--- config.mk ---
export PLATFORM = sky130hd
export DESIGN_NAME = mc_ctrl_flat
export DESIGN_NICKNAME = d
export VERILOG_FILES = /design/src/rtl/mc_ctrl_if.sv /design/src/rtl/mc_ctrl.sv /design/src/flat_wrapper.sv
export SDC_FILE = /design/constraint.sdc
export NUM_CORES = 1
export LEC_CHECK = 0
export CELL_PAD_IN_SITES_DETAIL_PLACEMENT = 0
export CELL_PAD_IN_SITES_GLOBAL_PLACEMENT = 1
export CORE_MARGIN = 3
export CORE_UTILIZATION = 35
export DETAILED_ROUTE_END_ITERATION = 8
export GPL_TIMING_DRIVEN = 1
export HOLD_SLACK_MARGIN = 0.03
export PLACE_DENSITY_LB_ADDON = 0.15
export SLEW_MARGIN = 20
export SYNTH_ARGS = -nofsm -noshare
export SYNTH_HDL_FRONTEND = slang
export SYNTH_SLANG_ARGS = --single-unit
--- constraint.sdc ---
create_clock -name clk -period 5.7 [get_ports clk]
set_input_delay 1.425 -clock clk [delete_from_list [all_inputs] [get_ports clk]]
set_output_delay 1.425 -clock clk [all_outputs]
set_load 0.02 [all_outputs]
--- src/rtl/mc_ctrl_if.sv ---
// mc_ctrl_if: control-unit <-> multi-cycle datapath bundle (IR fields in, strobes/selects/status out).
// Carries mem_ready only when MC_MEM_WAIT_EN is defined.
interface mc_ctrl_if #(
    parameter int unsigned ALUCTR_W = 5,
    parameter int unsigned CNT_W    = 32
);
    logic [5:0]          op;
    logic [5:0]          func;
`ifdef MC_MEM_WAIT_EN
    logic                mem_ready;
`endif
    logic                PCWr;
    logic                IRWr;
    logic                RegWr;
    logic                MemWr;
    logic                Branch;
    logic                Jump;
    logic                RegDst;
    logic                ALUSrc;
    logic                MemtoReg;
    logic                Link;
    logic [1:0]          ExtOp;
    logic [1:0]          MemType;
    logic [ALUCTR_W-1:0] ALUctr;
    logic [2:0]          state;
    logic                done;
    logic                illegal;
    logic [CNT_W-1:0]    instret;

`ifdef MC_MEM_WAIT_EN
    modport master (
        input  op, func, mem_ready,
        output PCWr, IRWr, RegWr, MemWr, Branch, Jump, RegDst, ALUSrc, MemtoReg, Link,
               ExtOp, MemType, ALUctr, state, done, illegal, instret
    );
    modport slave (
        output op, func, mem_ready,
        input  PCWr, IRWr, RegWr, MemWr, Branch, Jump, RegDst, ALUSrc, MemtoReg, Link,
               ExtOp, MemType, ALUctr, state, done, illegal, instret
    );
`else
    modport master (
        input  op, func,
        output PCWr, IRWr, RegWr, MemWr, Branch, Jump, RegDst, ALUSrc, MemtoReg, Link,
               ExtOp, MemType, ALUctr, state, done, illegal, instret
    );
    modport slave (
        output op, func,
        input  PCWr, IRWr, RegWr, MemWr, Branch, Jump, RegDst, ALUSrc, MemtoReg, Link,
               ExtOp, MemType, ALUctr, state, done, illegal, instret
    );
`endif
endinterface

--- src/rtl/mc_ctrl.sv ---
// mc_ctrl: multi-cycle MIPS control unit sequencing IF/ID/EXE/MEM/WB, with a retired-instruction counter.
// Define MC_MEM_WAIT_EN to hold MEM until mem_ready is high.
module mc_ctrl #(
    parameter int unsigned ALUCTR_W = 5,
    parameter int unsigned CNT_W    = 32
) (
    input  logic      clk,
    input  logic      rst,
    mc_ctrl_if.master bus
);
    typedef enum logic [2:0] {
        S_IF  = 3'd0,
        S_ID  = 3'd1,
        S_EXE = 3'd2,
        S_MEM = 3'd3,
        S_WB  = 3'd4
    } state_e;

    typedef enum logic [3:0] {
        C_ILL, C_ALU, C_LD, C_ST, C_BR, C_J, C_JAL, C_JR, C_JALR
    } class_e;

    localparam logic [ALUCTR_W-1:0] A_ADD  = ALUCTR_W'(0);
    localparam logic [ALUCTR_W-1:0] A_SUB  = ALUCTR_W'(1);
    localparam logic [ALUCTR_W-1:0] A_SLT  = ALUCTR_W'(2);
    localparam logic [ALUCTR_W-1:0] A_AND  = ALUCTR_W'(3);
    localparam logic [ALUCTR_W-1:0] A_NOR  = ALUCTR_W'(4);
    localparam logic [ALUCTR_W-1:0] A_OR   = ALUCTR_W'(5);
    localparam logic [ALUCTR_W-1:0] A_XOR  = ALUCTR_W'(6);
    localparam logic [ALUCTR_W-1:0] A_SLL  = ALUCTR_W'(7);
    localparam logic [ALUCTR_W-1:0] A_SRL  = ALUCTR_W'(8);
    localparam logic [ALUCTR_W-1:0] A_SLTU = ALUCTR_W'(9);
    localparam logic [ALUCTR_W-1:0] A_SLLV = ALUCTR_W'(12);
    localparam logic [ALUCTR_W-1:0] A_SRA  = ALUCTR_W'(13);
    localparam logic [ALUCTR_W-1:0] A_SRAV = ALUCTR_W'(14);
    localparam logic [ALUCTR_W-1:0] A_SRLV = ALUCTR_W'(15);

    localparam logic [1:0] EXT_ZERO = 2'b00;
    localparam logic [1:0] EXT_SIGN = 2'b01;
    localparam logic [1:0] EXT_LUI  = 2'b10;
    localparam logic [1:0] MT_WORD  = 2'b00;
    localparam logic [1:0] MT_BYTE  = 2'b01;
    localparam logic [1:0] MT_UBYTE = 2'b10;

    state_e           state_q;
    logic [CNT_W-1:0] instret_q;

    class_e                cls_c;
    logic                  reg_dst_c, alu_src_c, mem_to_reg_c;
    logic [1:0]            ext_op_c, mem_type_c;
    logic [ALUCTR_W-1:0]   alu_ctr_c;
    logic                  pc_wr_c, ir_wr_c, reg_wr_c, mem_wr_c, branch_c, jump_c, link_c;
    logic                  done_c, illegal_c;
    logic                  mem_go_c;

`ifdef MC_MEM_WAIT_EN
    assign mem_go_c = bus.mem_ready;
`else
    assign mem_go_c = 1'b1;
`endif

    // Instruction class and datapath selects, purely from the IR fields.
    always_comb begin
        cls_c        = C_ILL;
        reg_dst_c    = 1'b0;
        alu_src_c    = 1'b0;
        mem_to_reg_c = 1'b0;
        ext_op_c     = EXT_ZERO;
        mem_type_c   = MT_WORD;
        alu_ctr_c    = A_ADD;
        case (bus.op)
            6'h00: begin
                cls_c     = C_ALU;
                reg_dst_c = 1'b1;
                case (bus.func)
                    6'h00:   alu_ctr_c = A_SLL;
                    6'h02:   alu_ctr_c = A_SRL;
                    6'h03:   alu_ctr_c = A_SRA;
                    6'h04:   alu_ctr_c = A_SLLV;
                    6'h06:   alu_ctr_c = A_SRLV;
                    6'h07:   alu_ctr_c = A_SRAV;
                    6'h08:   cls_c     = C_JR;
                    6'h09:   cls_c     = C_JALR;
                    6'h21:   alu_ctr_c = A_ADD;
                    6'h23:   alu_ctr_c = A_SUB;
                    6'h24:   alu_ctr_c = A_AND;
                    6'h25:   alu_ctr_c = A_OR;
                    6'h26:   alu_ctr_c = A_XOR;
                    6'h27:   alu_ctr_c = A_NOR;
                    6'h2A:   alu_ctr_c = A_SLT;
                    6'h2B:   alu_ctr_c = A_SLTU;
                    default: cls_c     = C_ILL;
                endcase
            end
            6'h02: cls_c = C_J;
            6'h03: cls_c = C_JAL;
            6'h01, 6'h06, 6'h07: begin
                cls_c    = C_BR;
                ext_op_c = EXT_SIGN;
            end
            6'h04, 6'h05: begin
                cls_c     = C_BR;
                ext_op_c  = EXT_SIGN;
                alu_ctr_c = A_SUB;
            end
            6'h09, 6'h0A, 6'h0B, 6'h0C, 6'h0D, 6'h0E, 6'h0F: begin
                cls_c     = C_ALU;
                alu_src_c = 1'b1;
                case (bus.op[2:0])
                    3'd1:    begin alu_ctr_c = A_ADD;  ext_op_c = EXT_SIGN; end
                    3'd2:    begin alu_ctr_c = A_SLT;  ext_op_c = EXT_SIGN; end
                    3'd3:    begin alu_ctr_c = A_SLTU; ext_op_c = EXT_SIGN; end
                    3'd4:    alu_ctr_c = A_AND;
                    3'd5:    alu_ctr_c = A_OR;
                    3'd6:    alu_ctr_c = A_XOR;
                    default: begin alu_ctr_c = A_OR;   ext_op_c = EXT_LUI;  end
                endcase
            end
            6'h20, 6'h23, 6'h24: begin
                cls_c        = C_LD;
                alu_src_c    = 1'b1;
                mem_to_reg_c = 1'b1;
                ext_op_c     = EXT_SIGN;
                mem_type_c   = (bus.op == 6'h20) ? MT_BYTE :
                               (bus.op == 6'h24) ? MT_UBYTE : MT_WORD;
            end
            6'h28, 6'h2B: begin
                cls_c      = C_ST;
                alu_src_c  = 1'b1;
                ext_op_c   = EXT_SIGN;
                mem_type_c = (bus.op == 6'h28) ? MT_BYTE : MT_WORD;
            end
            default: cls_c = C_ILL;
        endcase
    end

    // Moore strobes from state and class; reset forces everything quiet even though state reads IF.
    always_comb begin
        pc_wr_c   = 1'b0;
        ir_wr_c   = 1'b0;
        reg_wr_c  = 1'b0;
        mem_wr_c  = 1'b0;
        branch_c  = 1'b0;
        jump_c    = 1'b0;
        link_c    = 1'b0;
        done_c    = 1'b0;
        illegal_c = 1'b0;
        if (!rst) begin
            case (state_q)
                S_IF: begin
                    pc_wr_c = 1'b1;
                    ir_wr_c = 1'b1;
                end
                S_ID: begin
                    case (cls_c)
                        C_J, C_JR: begin
                            jump_c  = 1'b1;
                            pc_wr_c = 1'b1;
                            done_c  = 1'b1;
                        end
                        C_JAL, C_JALR: begin
                            jump_c   = 1'b1;
                            pc_wr_c  = 1'b1;
                            reg_wr_c = 1'b1;
                            link_c   = 1'b1;
                            done_c   = 1'b1;
                        end
                        C_ILL:   illegal_c = 1'b1;
                        default: ;
                    endcase
                end
                S_EXE: begin
                    if (cls_c == C_BR) begin
                        branch_c = 1'b1;
                        done_c   = 1'b1;
                    end
                end
                S_MEM: begin
                    if (cls_c == C_ST) begin
                        mem_wr_c = 1'b1;
                        done_c   = mem_go_c;
                    end
                end
                S_WB: begin
                    reg_wr_c = 1'b1;
                    done_c   = 1'b1;
                end
                default: ;
            endcase
        end
    end

    // Sequencer and retired-instruction counter.
    always_ff @(posedge clk or posedge rst) begin
        if (rst) begin
            state_q   <= S_IF;
            instret_q <= '0;
        end else begin
            if (done_c) instret_q <= instret_q + CNT_W'(1);
            case (state_q)
                S_IF:  state_q <= S_ID;
                S_ID:  state_q <= (cls_c inside {C_ILL, C_J, C_JAL, C_JR, C_JALR}) ? S_IF : S_EXE;
                S_EXE: state_q <= (cls_c inside {C_LD, C_ST}) ? S_MEM :
                                  (cls_c == C_ALU)            ? S_WB  : S_IF;
                S_MEM: if (mem_go_c) state_q <= (cls_c == C_LD) ? S_WB : S_IF;
                default: state_q <= S_IF;
            endcase
        end
    end

    assign bus.PCWr     = pc_wr_c;
    assign bus.IRWr     = ir_wr_c;
    assign bus.RegWr    = reg_wr_c;
    assign bus.MemWr    = mem_wr_c;
    assign bus.Branch   = branch_c;
    assign bus.Jump     = jump_c;
    assign bus.Link     = link_c;
    assign bus.RegDst   = reg_dst_c;
    assign bus.ALUSrc   = alu_src_c;
    assign bus.MemtoReg = mem_to_reg_c;
    assign bus.ExtOp    = ext_op_c;
    assign bus.MemType  = mem_type_c;
    assign bus.ALUctr   = alu_ctr_c;
    assign bus.state    = state_q;
    assign bus.done     = done_c;
    assign bus.illegal  = illegal_c;
    assign bus.instret  = instret_q;
endmodule

--- src/flat_wrapper.sv ---
// flat-port wrapper written by rule: the top's interface ports become plain ports
module mc_ctrl_flat 
#(
    parameter int unsigned ALUCTR_W = 5,
    parameter int unsigned CNT_W    = 32
)
  (clk, rst, bus_op, bus_func, bus_PCWr, bus_IRWr, bus_RegWr, bus_MemWr, bus_Branch, bus_Jump, bus_RegDst, bus_ALUSrc, bus_MemtoReg, bus_Link, bus_ExtOp, bus_MemType, bus_ALUctr, bus_state, bus_done, bus_illegal, bus_instret);
  mc_ctrl_if #(.ALUCTR_W(ALUCTR_W), .CNT_W(CNT_W)) bus_i ();
  input  logic clk;
  input  logic rst;
  input wire logic [$bits(bus_i.op)-1:0] bus_op;
  input wire logic [$bits(bus_i.func)-1:0] bus_func;
  output wire logic [$bits(bus_i.PCWr)-1:0] bus_PCWr;
  output wire logic [$bits(bus_i.IRWr)-1:0] bus_IRWr;
  output wire logic [$bits(bus_i.RegWr)-1:0] bus_RegWr;
  output wire logic [$bits(bus_i.MemWr)-1:0] bus_MemWr;
  output wire logic [$bits(bus_i.Branch)-1:0] bus_Branch;
  output wire logic [$bits(bus_i.Jump)-1:0] bus_Jump;
  output wire logic [$bits(bus_i.RegDst)-1:0] bus_RegDst;
  output wire logic [$bits(bus_i.ALUSrc)-1:0] bus_ALUSrc;
  output wire logic [$bits(bus_i.MemtoReg)-1:0] bus_MemtoReg;
  output wire logic [$bits(bus_i.Link)-1:0] bus_Link;
  output wire logic [$bits(bus_i.ExtOp)-1:0] bus_ExtOp;
  output wire logic [$bits(bus_i.MemType)-1:0] bus_MemType;
  output wire logic [$bits(bus_i.ALUctr)-1:0] bus_ALUctr;
  output wire logic [$bits(bus_i.state)-1:0] bus_state;
  output wire logic [$bits(bus_i.done)-1:0] bus_done;
  output wire logic [$bits(bus_i.illegal)-1:0] bus_illegal;
  output wire logic [$bits(bus_i.instret)-1:0] bus_instret;
  assign bus_i.op = bus_op;
  assign bus_i.func = bus_func;
  assign bus_PCWr = bus_i.PCWr;
  assign bus_IRWr = bus_i.IRWr;
  assign bus_RegWr = bus_i.RegWr;
  assign bus_MemWr = bus_i.MemWr;
  assign bus_Branch = bus_i.Branch;
  assign bus_Jump = bus_i.Jump;
  assign bus_RegDst = bus_i.RegDst;
  assign bus_ALUSrc = bus_i.ALUSrc;
  assign bus_MemtoReg = bus_i.MemtoReg;
  assign bus_Link = bus_i.Link;
  assign bus_ExtOp = bus_i.ExtOp;
  assign bus_MemType = bus_i.MemType;
  assign bus_ALUctr = bus_i.ALUctr;
  assign bus_state = bus_i.state;
  assign bus_done = bus_i.done;
  assign bus_illegal = bus_i.illegal;
  assign bus_instret = bus_i.instret;
  mc_ctrl #(.ALUCTR_W(ALUCTR_W), .CNT_W(CNT_W)) u_core (.clk(clk), .rst(rst), .bus(bus_i));
endmodule
After elaboration in Yosys (flattened, before gate mapping):

Index checks and enable logic that the tools add are counted.

* div/mod/pow operators: 0
* multiplexer cells: 42
* reduce and logical (&&, ||, !) cells: 18
* equality and inequality tests: 52
* shift operators: 0
* bitwise gates (word level): 0
* $lt $le $gt $ge: 0
* add/sub/neg operators: 1
* $mul: 0

Operators by type and width (number)
* == test 6 bit, second input constant: 13
* == test 6 x 4 -> 1 bit, second input constant: 9
* one-hot mux 4 bit (13 select lines): 1
* == test 6 x 3 -> 1 bit, second input constant: 7
* adder 32 x 1 -> 32 bit, second input constant: 1
* one-hot mux 4 bit (7 select lines): 1
* == test 6 x 2 -> 1 bit, second input constant: 4
* 2-to-1 mux 1 bit: 24
* one-hot mux 4 bit (5 select lines): 1
* == test 4 x 3 -> 1 bit, second input constant: 4
* one-hot mux 5 bit (3 select lines): 1
* OR reduction 14 bit: 1
* == test 3 x 2 -> 1 bit, second input constant: 4
* == test 3 bit, second input constant: 4
* logical NOT 6 bit: 2
* one-hot mux 2 bit (2 select lines): 3
* one-hot mux 3 bit (4 select lines): 1
* one-hot mux 4 bit (3 select lines): 1
* OR reduction 12 bit: 1
* OR reduction 10 bit: 1
* 2-to-1 mux 3 bit: 3
* OR reduction 3 bit: 3
* == test 4 x 2 -> 1 bit, second input constant: 2
* OR reduction 7 bit: 1
* 14 further kinds: 20

* memories kept: 0
* bits in registers: 35
* input port bits: 14
* latch bits: 0
* logic and storage cells: 115
* ROM bits: 0
* RAM bits: 0
* output and inout port bits: 56

Longest topological paths before layout:

* depth in word-level cells: 9
* gate-level depth with buffers: 12
* mapped depth without buffers: 8

Worst setup path before layout:

Ideal clock, no wire load.

* path kind: input-to-output
* start: input bus_op[0]
* end: output bus_done
* path buffers: 2
* data required time: 4.275 ns
* arrival: 3.502 ns
* stages: 7
* setup slack: 0.773 ns
* path through: or4_4 > or3_1 > buf_2 > o22a_1 > or3_4 > a21boi_4 > buf_6

* word-level cells in the longest chain between the ends: 8
* elaborated cells on any way between the ends: 37
* those cells by class: eq/ne (25); mux (6); reduce/logical (6)

RTL lines
* start: declaration: line flat_wrapper.sv:11 `input wire logic [$bits(bus_i.op)-1:0] bus_op;`
* == test 6 x 4 -> 1 bit (tied with other cells): line mc_ctrl.sv:71 `case (bus.op)`
* OR reduction 7 bit (tied with other cells): line mc_ctrl.sv:71
* one-hot mux 4 bit (7 select lines) (*): line mc_ctrl.sv:71
* == test 4 bit or == test 4 x 3 -> 1 bit (tied branches): line mc_ctrl.sv:155 `case (cls_c)`
* OR reduction 4 bit (no source line)
* 2-to-1 mux 1 bit: line mc_ctrl.sv:155
* one-hot mux 1 bit (4 select lines) (*): line mc_ctrl.sv:149 `case (state_q)`
* 2-to-1 mux 1 bit (*): line mc_ctrl.sv:148 `if (!rst) begin`
* end: declaration: line flat_wrapper.sv:27 `output wire logic [$bits(bus_i.done)-1:0] bus_done;`

Mark *: on every way between the ends. The rest lies on a longest branch, timed or not.

Worst setup path in the final report:

* start: input bus_op[2]
* end: output bus_MemWr

* word-level cells in the longest chain between the ends: 7
* elaborated cells on any way between the ends: 29
* those cells by class: eq/ne (20); mux (4); reduce/logical (5)

RTL lines
* == test 6 x 4 -> 1 bit (tied with other cells): line mc_ctrl.sv:71
* OR reduction 7 bit (tied with other cells): line mc_ctrl.sv:71
* one-hot mux 4 bit (7 select lines) (*): line mc_ctrl.sv:71
* == test 4 x 2 -> 1 bit (*): line mc_ctrl.sv:179 `if (cls_c == C_ST) begin`
* 2-to-1 mux 1 bit (*): line mc_ctrl.sv:179
* 2-to-1 mux 1 bit (*): line mc_ctrl.sv:149
* 2-to-1 mux 1 bit (*): line mc_ctrl.sv:148
* end: declaration: line flat_wrapper.sv:16 `output wire logic [$bits(bus_i.MemWr)-1:0] bus_MemWr;`

Marks and branches as above.

==> impl_metrics.ini <==
[sta]
setup_viol = 0
tns_ns = 0
period_needed_ns = 5.59
final_hold_viol_count = 0
fmax_ghz = 0.179
slew-limit-headroom = 0.448
period_share = 0.981
drv_slew = 0
rsz0062_at_grt = no
fin_worst_skew_ns = 0.00618
max_slew.worst_pin.slew_ns = 0.828

[global_routing]
grt_pass1_wl_mm = 10.2
grt-ovfl-total = 0
antenna_found_initial = 0
grt_pass1_vias = 2211
grtUsageTotal = 0.163
grt_start_max_net_pins = 36

[logic_synthesis]
synthArstFlopShare = 1.00
synth.most_common_cell = dfrtp_1
yosys_warnings = 0
yosys-top-cells-count = dfrtp_1 (35), xnor2_1 (31), nor2_1 (19)
ys_top_cells_by_area = dfrtp_1 (38%), xnor2_1 (12%), nand4_1 (4.8%), nand3_1 (3.9%), nor2_1 (3.1%)
syn_area_um2 = 2330
ys_seq_area_frac = 0.376
ys_types = 54
synth.avg_cell_area_um2 = 8.82
synth_top_area_cell = dfrtp_1
synth_edf_count = 0
ys_ff_latch = 35
synthesis.nets = 279
synth_ff_type = dfrtp_1
synth_top_area_share = 0.376
synth_cells = 264

[routing]
drt-initial-drc-count = 59
num_vias = 2262
wl_per_cell_um = 14.5
viasPerCell = 5.36
drtAntennaViolNets = 0
routed_wl_mm = 6.11
drt_pass1_iterations = 4
drc_errors = 0

[critical_path]
rr_endpoint = u_core.bus.instret[1]
critPathKind = input port to output pin
end_kind = output pin
r2r_start = u_core.bus.state[1]
cp.required_ns = 4.28
path_max_fanout = 4
reg2reg_slack_ns = 3.26
crit_end = bus_MemWr
crit_start = bus_op[2]
setup.worst_path.start_class = input port
critPathArrivalTime_ns = 4.16
reg2regPathDepth = 6

[place]
gp_congestion = 0.832
io_buffers = 68
dp_hpwl_mm = 4.54

[floorplanning]
die_w_um = 87.6
start_util = 0.365
dieHeight_um = 87.6
design.die.area_um2 = 7670
row_count = 29
ios = 70
core_area_um2 = 6390

[final_layout]
area_growth_pct = 41.4
drive_above_1_share = 0.125
diodes = 0
fillers = 615
layout.nets = 359

[hold_path]
min_path_type = flip-flop to flip-flop

[clock_tree]
clkSinkCount = 35
cts_root_buffer = clkbuf_8
hold_buffers = 0
clk_latency_ns = 0.28
cts_tree = done
numCtsBuffers = 5
cts_buffer_depth = 2
h-tree-depth = 2
cts.clk_slew.worst_paths_ns = 0.07
cts_setup_buffers = 0

[power_and_ir_drop]
p_total_mw = 0.800
p_leak_nw = 1.33
ir_worst_vdd_mv = 0.179
powerDensity_nw_per_um2 = 243

[status]
status = finished, final reports clean

[job]
maxCapViolations = 0
where the power goes:
| group | internal [mW] | switching, mW | leakage (nW) |
|---|---|---|---|
| sequential | 0.272 | 0.0408 | 0.479 |
| clock | 0.110 | 0.0822 | 0.0515 |
| combinational | 0.125 | 0.170 | 0.803 |
| total | 0.507 | 0.293 | 1.33 |
kinds of logic (layout without fill, tap and decap cells):
kind of cell | count (synthesis) | count (layout) | synth area share
compound gates | 41 | 41 | 0.125
xor+xnor | 32 | 32 | 0.120
other cells | 1 | 1 | 0.00161
simple gates | 124 | 124 | 0.301
fa+ha+maj | 1 | 1 | 0.00537
flops | 35 | 35 | 0.376
mux | 3 | 3 | 0.0140
buf+inv | 27 | 108 | 0.0564
critical path, stage by stage:
cell	delay [ns]
clkdlybuf4s50_1	0.44
buf_4	0.15
or4b_2	0.62
o21ai_0	0.10
a211oi_1	0.11
o22a_1	0.21
buf_4	0.15
nor4_1	0.30
clkdlybuf4s50_1	0.66
per-stage QoR:
step	worst slack (ns)	std cells	hold WS [ns]	util	area, µm²
4_1_cts	0.0398	422	0.479	0.515	3290
6_report	0.111	422	0.478	0.516	3290
2_1_floorplan	0.773	264	0.582	-	2330
3_3_place_gp	-0.0674	414	0.460	0.500	3190
5_1_grt	0.000695	422	0.506	0.516	3290
3_5_place_dp	-0.0903	414	0.470	0.500	3190
registers in the layout (all words and copies together), names as in the netlist:
| name | cells |
|---|---|
| u_core.bus.instret | 32 |
| u_core.bus.state | 3 |
layout make-up:
| class | count | area, µm² | area share |
|---|---|---|---|
| clock buffers | 8 | 100 | 0.0304 |
| multi-input cells | 202 | 1320 | 0.402 |
| well taps | 77 | 96.3 | 0.0293 |
| repair buffers | 94 | 876 | 0.266 |
| inverters | 6 | 22.5 | 0.00684 |
| flip-flops and latches | 35 | 876 | 0.266 |
cells in the final DEF (no fill, tap or decap), types with 8 or more instances in the layout:
cell,count
dfrtp_1,35
nor2_1,19
xnor2_1,31
nand2_1,13
a21oi_1,8
and3_1,11
nor3_1,8
clkdlybuf4s50_1,65
buf_4,26
o21ai_0,8
nand3_1,18
nand4_1,18
layer usage:
metal / share of wire / GRT usage / vias up
met5: 0 / 0 / -
met4: 0.011 / 0.0363 / 0
met3: 0.046 / 0.0348 / 7
met2: 0.49 / 0.275 / 59
met1: 0.45 / 0.215 / 1074
li1: - / - / 1122
worst min path at each step:
stage	start	end	slack, ns	depth (start not counted)
floorplan	u_core.bus.instret[31]	u_core.bus.instret[31]	0.58	1
global placement	u_core.bus.instret[31]	u_core.bus.instret[31]	0.46	1
detailed placement	u_core.bus.instret[31]	u_core.bus.instret[31]	0.47	1
CTS	u_core.bus.instret[31]	u_core.bus.instret[31]	0.48	1
global route	u_core.bus.instret[7]	u_core.bus.instret[7]	0.51	1
finish	u_core.bus.instret[31]	u_core.bus.instret[31]	0.48	1
repair_timing:
item,4_1_cts,5_1_grt
hold endpoints to repair,0,0
resized for setup,2,2
setup endpoints to repair,2,2
(Power assumes the default switching activity.)
